<file path="config.mk">
export PLATFORM = sky130hd
export DESIGN_NAME = audio_rx
export DESIGN_NICKNAME = d
export VERILOG_FILES = /design/src/rtl/audio_rx.sv
export SDC_FILE = /design/constraint.sdc
export NUM_CORES = 1
export LEC_CHECK = 0
export ABC_AREA = 1
export ABC_CLOCK_PERIOD_IN_PS = 1900
export BUFFER_PORTS_ARGS = -buffer_cell sky130_fd_sc_hd__buf_2
export CAP_MARGIN = 30
export CORE_AREA = 2 2 67 100
export DETAILED_ROUTE_END_ITERATION = 12
export DIE_AREA = 0 0 69 102
export PLACE_DENSITY = 0.55
export REMOVE_ABC_BUFFERS = 1
export SKIP_CTS_REPAIR_TIMING = 1
export SLEW_MARGIN = 30
export SYNTH_ARGS = -nofsm -noshare
export SYNTH_HDL_FRONTEND = slang
export SYNTH_SLANG_ARGS = --single-unit
</file>
<file path="constraint.sdc">
create_clock -name clk -period 1.9 [get_ports clk]
set_input_delay 0.095 -clock clk [delete_from_list [all_inputs] [get_ports clk]]
set_output_delay 0.095 -clock clk [all_outputs]
set_load 0.01 [all_outputs]
</file>
<file path="src/rtl/audio_rx.sv">
// I2S-style microphone receiver: generates bclk/ws and captures the left-channel word.
// Optional AUDIO_RX_SYNC_EN adds a two-flop synchroniser on d_in.
module audio_rx #(
    parameter int unsigned DIV = 4
) (
    input  logic        clk,
    input  logic        reset,
    input  logic        enable,
    input  logic        d_in,
    output logic        bclk,
    output logic        ws,
    output logic [15:0] d_out,
    output logic        done,
    output logic        act
);

    localparam int unsigned WIDTH = 16;
    localparam int unsigned DIV_W = (DIV > 1) ? $clog2(DIV) : 1;
    localparam int unsigned BIT_W = 5;

    typedef enum logic {
        IDLE = 1'b0,
        RUN  = 1'b1
    } state_t;

    state_t             state_q, state_d;
    logic [DIV_W-1:0]   div_cnt_q, div_cnt_d;
    logic [BIT_W-1:0]   bit_cnt_q, bit_cnt_d;
    logic [WIDTH-1:0]   shift_q, shift_d;
    logic [WIDTH-1:0]   d_out_q, d_out_d;
    logic               bclk_q, bclk_d;
    logic               ws_q, ws_d;
    logic               done_q, done_d;
    logic               sample_bit;
    logic               tick;
    logic [BIT_W-1:0]   bit_nxt;

`ifdef AUDIO_RX_SYNC_EN
    logic [1:0] sync_q, sync_d;

    assign sync_d     = {sync_q[0], d_in};
    assign sample_bit = sync_q[1];

    always_ff @(posedge clk or negedge reset) begin
        if (!reset) begin
            sync_q <= '0;
        end else begin
            sync_q <= sync_d;
        end
    end
`else
    assign sample_bit = d_in;
`endif

    // Next-state: divider, slot counter, capture and frame-end handling
    always_comb begin
        state_d   = state_q;
        div_cnt_d = div_cnt_q;
        bit_cnt_d = bit_cnt_q;
        shift_d   = shift_q;
        d_out_d   = d_out_q;
        bclk_d    = bclk_q;
        ws_d      = ws_q;
        done_d    = 1'b0;
        tick      = (div_cnt_q == DIV_W'(DIV - 1));
        bit_nxt   = bit_cnt_q + BIT_W'(1);

        case (state_q)
            IDLE: begin
                div_cnt_d = '0;
                bit_cnt_d = '0;
                shift_d   = '0;
                bclk_d    = 1'b0;
                ws_d      = 1'b0;
                if (enable) begin
                    state_d = RUN;
                end
            end
            RUN: begin
                div_cnt_d = tick ? '0 : div_cnt_q + DIV_W'(1);
                if (tick) begin
                    bclk_d = !bclk_q;
                end
                // Rise event: slots 1..16 carry the left word, slot 0 is the I2S delay
                if (tick && !bclk_q && (bit_cnt_q != '0) && (bit_cnt_q <= BIT_W'(WIDTH))) begin
                    shift_d = {shift_q[WIDTH-2:0], sample_bit};
                    if (bit_cnt_q == BIT_W'(WIDTH)) begin
                        d_out_d = {shift_q[WIDTH-2:0], sample_bit};
                        done_d  = 1'b1;
                    end
                end
                // Fall event: advance slot, ws tracks the upper half of the frame
                if (tick && bclk_q) begin
                    bit_cnt_d = bit_nxt;
                    ws_d      = bit_nxt[BIT_W-1];
                    if ((bit_nxt == '0) && !enable) begin
                        state_d = IDLE;
                        bclk_d  = 1'b0;
                        ws_d    = 1'b0;
                    end
                end
            end
            default: state_d = IDLE;
        endcase
    end

    always_ff @(posedge clk or negedge reset) begin
        if (!reset) begin
            state_q   <= IDLE;
            div_cnt_q <= '0;
            bit_cnt_q <= '0;
            shift_q   <= '0;
            d_out_q   <= '0;
            bclk_q    <= 1'b0;
            ws_q      <= 1'b0;
            done_q    <= 1'b0;
        end else begin
            state_q   <= state_d;
            div_cnt_q <= div_cnt_d;
            bit_cnt_q <= bit_cnt_d;
            shift_q   <= shift_d;
            d_out_q   <= d_out_d;
            bclk_q    <= bclk_d;
            ws_q      <= ws_d;
            done_q    <= done_d;
        end
    end

    assign bclk  = bclk_q;
    assign ws    = ws_q;
    assign d_out = d_out_q;
    assign done  = done_q;
    assign act   = (state_q == RUN);

endmodule

</file>
==> results.sh <==
export IMPL_status="complete, no violations"
export IMPL_final_antenna_net_count=0
export IMPL_overflow=0
export IMPL_critPathLaunch="bit_cnt_q[0]$_DFFE_PN0P_"
export IMPL_yosys_area_top_type="dfrtp_1"
export IMPL_die_area_sq_mm=0.007038
export IMPL_start_kind="flop"
export IMPL_max_freq_ghz=0.6607
export IMPL_synthTopCellsByCount="nand2_1, dfrtp_1, inv_1"
export IMPL_r2r_slack_ns=0.39
export IMPL_r2r_end="d_out[4]$_DFFE_PN0P_"
export IMPL_yosysMostFrequentCell="nand2_1"
export IMPL_synth_top_family_by_area="simple AND/OR/NAND/NOR gates"
export IMPL_fin_nets=275
export IMPL_grt_use_total_pct=11.04
export IMPL_synth_seq_cells=42
export IMPL_synth_xor_area_share_pct=0
export IMPL_cp_top_family="simple AND/OR/NAND/NOR gates"
export IMPL_cpMostUsedCell="nand2_1"
export IMPL_finalSetupTns_ns=0
export IMPL_min_path_type="input port to flop"
export IMPL_min_to="act$_DFF_PN0_"
export IMPL_synthMuxAreaShare_pct=0
export IMPL_rows=35
export IMPL_synth_adder_area_share_pct=3.807
export IMPL_worstHoldPathCells=3
export IMPL_syn_to_final_growth_pct=14.59
export IMPL_rsz0062_at_grt="no"
export IMPL_drc=0
export IMPL_ir_worst_vdd_v=0.0003167
export IMPL_cp_max_fo=17
export IMPL_start_util_pct=32.16
export IMPL_clk_pin_slew_ns=0.09
export IMPL_synth_edf_count=0
export IMPL_antenna_found_initial=0
export IMPL_yosys_warnings=0
export IMPL_htree_num_levels=2
export IMPL_ff2ff_path_depth=8
export IMPL_num_vias=1494
export IMPL_cts_path_max_buffers=2
export IMPL_synth_simple_area_share_pct=32.30
export IMPL_synth_cell_type_count=21
export IMPL_p_per_area_mw_per_mm2=676.4
export IMPL_routed_wirelength_microns=3673
export IMPL_place_congestion=0.7528
export IMPL_grt_first_pass_wirelength_microns=6258
export IMPL_syn_instance_count=238
export IMPL_drtPass1Iterations=4
export IMPL_slew_violations=0
export IMPL_drive_gt1_share_pct=16.92
export IMPL_hpwlAfterDp_microns=2496
export IMPL_die_y_microns=102
export IMPL_synth_area_sq_mm=0.001972
export IMPL_stdcell_area_sq_mm=0.002260
export IMPL_wl_per_cell_microns=10.80
export IMPL_setup_worst_path_class="flop to flop"
export IMPL_place_area_sq_mm=0.002156
export IMPL_io_pins=24
export IMPL_portBuffers=23
export IMPL_critical_path_required_ns=2.13
export IMPL_synth_top_area_share_pct=53.30
export IMPL_skew_ns=0.008964
export IMPL_ys_async_sr_fraction_pct=100.0
export IMPL_synth_area_leaders="dfrtp_1, nand2_1, inv_1, nand4_1, ha_1"
export IMPL_core_area_sq_mm=0.006131
export IMPL_p_leak_nw=1.364
export IMPL_drt_first_iter_violations=55
export IMPL_insertedDiodeCount=0
export IMPL_crit_chain="inv_1 -> ha_1 -> nand3_2 -> nor2_4 -> nand2_4 -> inv_4 -> nand2_1 -> nand2_1"
export IMPL_period_share_pct=79.66
export IMPL_path_buf_inv=2
export IMPL_grt_max_degree=43
export IMPL_tightest_slew_ns=0.5185
export IMPL_min_delay_start="enable"
export IMPL_synth_compound_area_share_pct=1.269
export IMPL_die_x_microns=69
export IMPL_finalCriticalPeriod_ns=1.514
export IMPL_endpoint_kind="flop"
export IMPL_clkSinkCount=42
export IMPL_relSlewSlack_pct=65.43
export IMPL_max_stage_delay_ns=0.43
export IMPL_via_per_inst=4.394
export IMPL_grt_pass1_vias=1364
export IMPL_cp_arrival_ns=1.75
export IMPL_numCtsBuffers=5
export IMPL_clk_latency_ns=0.30
export IMPL_cts_tree="built"
export IMPL_synth_seq_area_share_pct=53.30
export IMPL_hold_viol_final=0
export IMPL_ys_flop_type="dfrtp_1"
export IMPL_r2r_start="bit_cnt_q[0]$_DFFE_PN0P_"
export IMPL_syn_area_per_cell_sq_um=8.285
export IMPL_clockRootBuffer="clkbuf_8"
export IMPL_setup_viol_count_final=0
export IMPL_maxCapViolCount=0
export IMPL_crit_slowest_cell="dfrtp_1"
==> worst register-to-register path, stage by stage, from the launching register on <==
cell	delay, ns
dfrtp_1	0.43
inv_1	0.10
ha_1	0.20
nand3_2	0.12
nor2_4	0.11
nand2_4	0.15
inv_4	0.20
nand2_1	0.07
nand2_1	0.06
==> cell usage in the layout, fill, tap and decap left out <==
cell           synthesis  routed
nand2_1              112     112
dfrtp_1               42      42
inv_1                 29      29
buf_2                  4      23
nand4_1               17      17
nand3_1                6       6
ha_1                   6       6
clkbuf_8               0       5
buf_4                  2       5
o21ai_0                4       4
nor2_1                 3       3
inv_2                  2       2
nand3_2                1       1
nor2_4                 1       1
nand2_4                1       1
inv_4                  1       1
a21oi_1                1       1
nand4_2                1       1
nand2_2                1       1
nand3_4                1       1
inv_6                  0       1
clkinv_4               0       1
clkinvlp_4             0       1
dlygate4sd3_1          0       1
==> registers in the layout, summed over array words and instances (netlist names) <==
| signal | flops |
|---|---|
| d_out | 16 |
| shift_q | 15 |
| bit_cnt_q | 5 |
| div_cnt_q | 2 |
| act | 1 |
| bclk | 1 |
| done | 1 |
| ws | 1 |
==> cell families (layout without fill, tap and decap cells) <==
| kind of cell | count (synthesis) | in the layout |
|---|---|---|
| DFF | 42 | 42 |
| and+or+nand+nor | 144 | 144 |
| AOI/OAI and AO/OA | 5 | 5 |
| buffers and inverters | 41 | 69 |
| adders and majority gates | 6 | 6 |
==> power by group <==
part	leakage (nW)	switching [mW]	internal, mW
clock network	0.0447	0.328	0.265
registers	0.545	0.00259	0.898
logic	0.774	0.0252	0.00931
total	1.36	0.356	1.17
==> worst max path at each step <==
stage / to / slack, ns / cells after the start
2_1_floorplan: d_out[0]$_DFFE_PN0P_ / 0.35 / 8
3_3_place_gp: d_out[15]$_DFFE_PN0P_ / 0.42 / 8
3_5_place_dp: d_out[0]$_DFFE_PN0P_ / 0.38 / 8
4_1_cts: d_out[4]$_DFFE_PN0P_ / 0.36 / 8
5_1_grt: d_out[3]$_DFFE_PN0P_ / 0.20 / 8
6_report: d_out[4]$_DFFE_PN0P_ / 0.39 / 8
==> stage by stage <==
stage | setup slack (ns) | total power, mW | instances | hold slack (ns) | utilization, %
after global routing | 0.2005 | 1.591 | 340 | 0.03549 | 36.86
after floorplan | 0.3487 | 0.9286 | 229 | -0.2006 | -
final | 0.3864 | 1.528 | 340 | 0.01250 | 36.86
after CTS | 0.3563 | 1.553 | 339 | -0.1365 | 36.69
after global placement | 0.4204 | 0.9538 | 331 | 0.1976 | 35.16
after detailed placement | 0.3777 | 0.9536 | 331 | 0.1964 | 35.16
==> routing by layer <==
| metal | part of all wire, % | wire length [microns] | up-vias | GRT usage, % |
|---|---|---|---|---|
| li1 | - | - | 791 | - |
| met1 | 45 | 1656 | 678 | 13.75 |
| met2 | 50 | 1824 | 19 | 18.64 |
| met3 | 3.0 | 110 | 6 | 1.874 |
| met4 | 2.3 | 83 | 0 | 5.430 |
| met5 | 0 | 0 | - | 0 |
==> layout make-up <==
type                            count  area [sq um]
Fill cell                         651          3871
Multi-Input combinational cell    155         737.0
Timing Repair Buffer               29         162.7
Sequential cell                    42          1051
Clock inverter                      3         25.02
Tap cell                           74         92.59
Clock buffer                        5         68.82
Inverter                           32         122.6
Power figures use the tool's default switching activity.
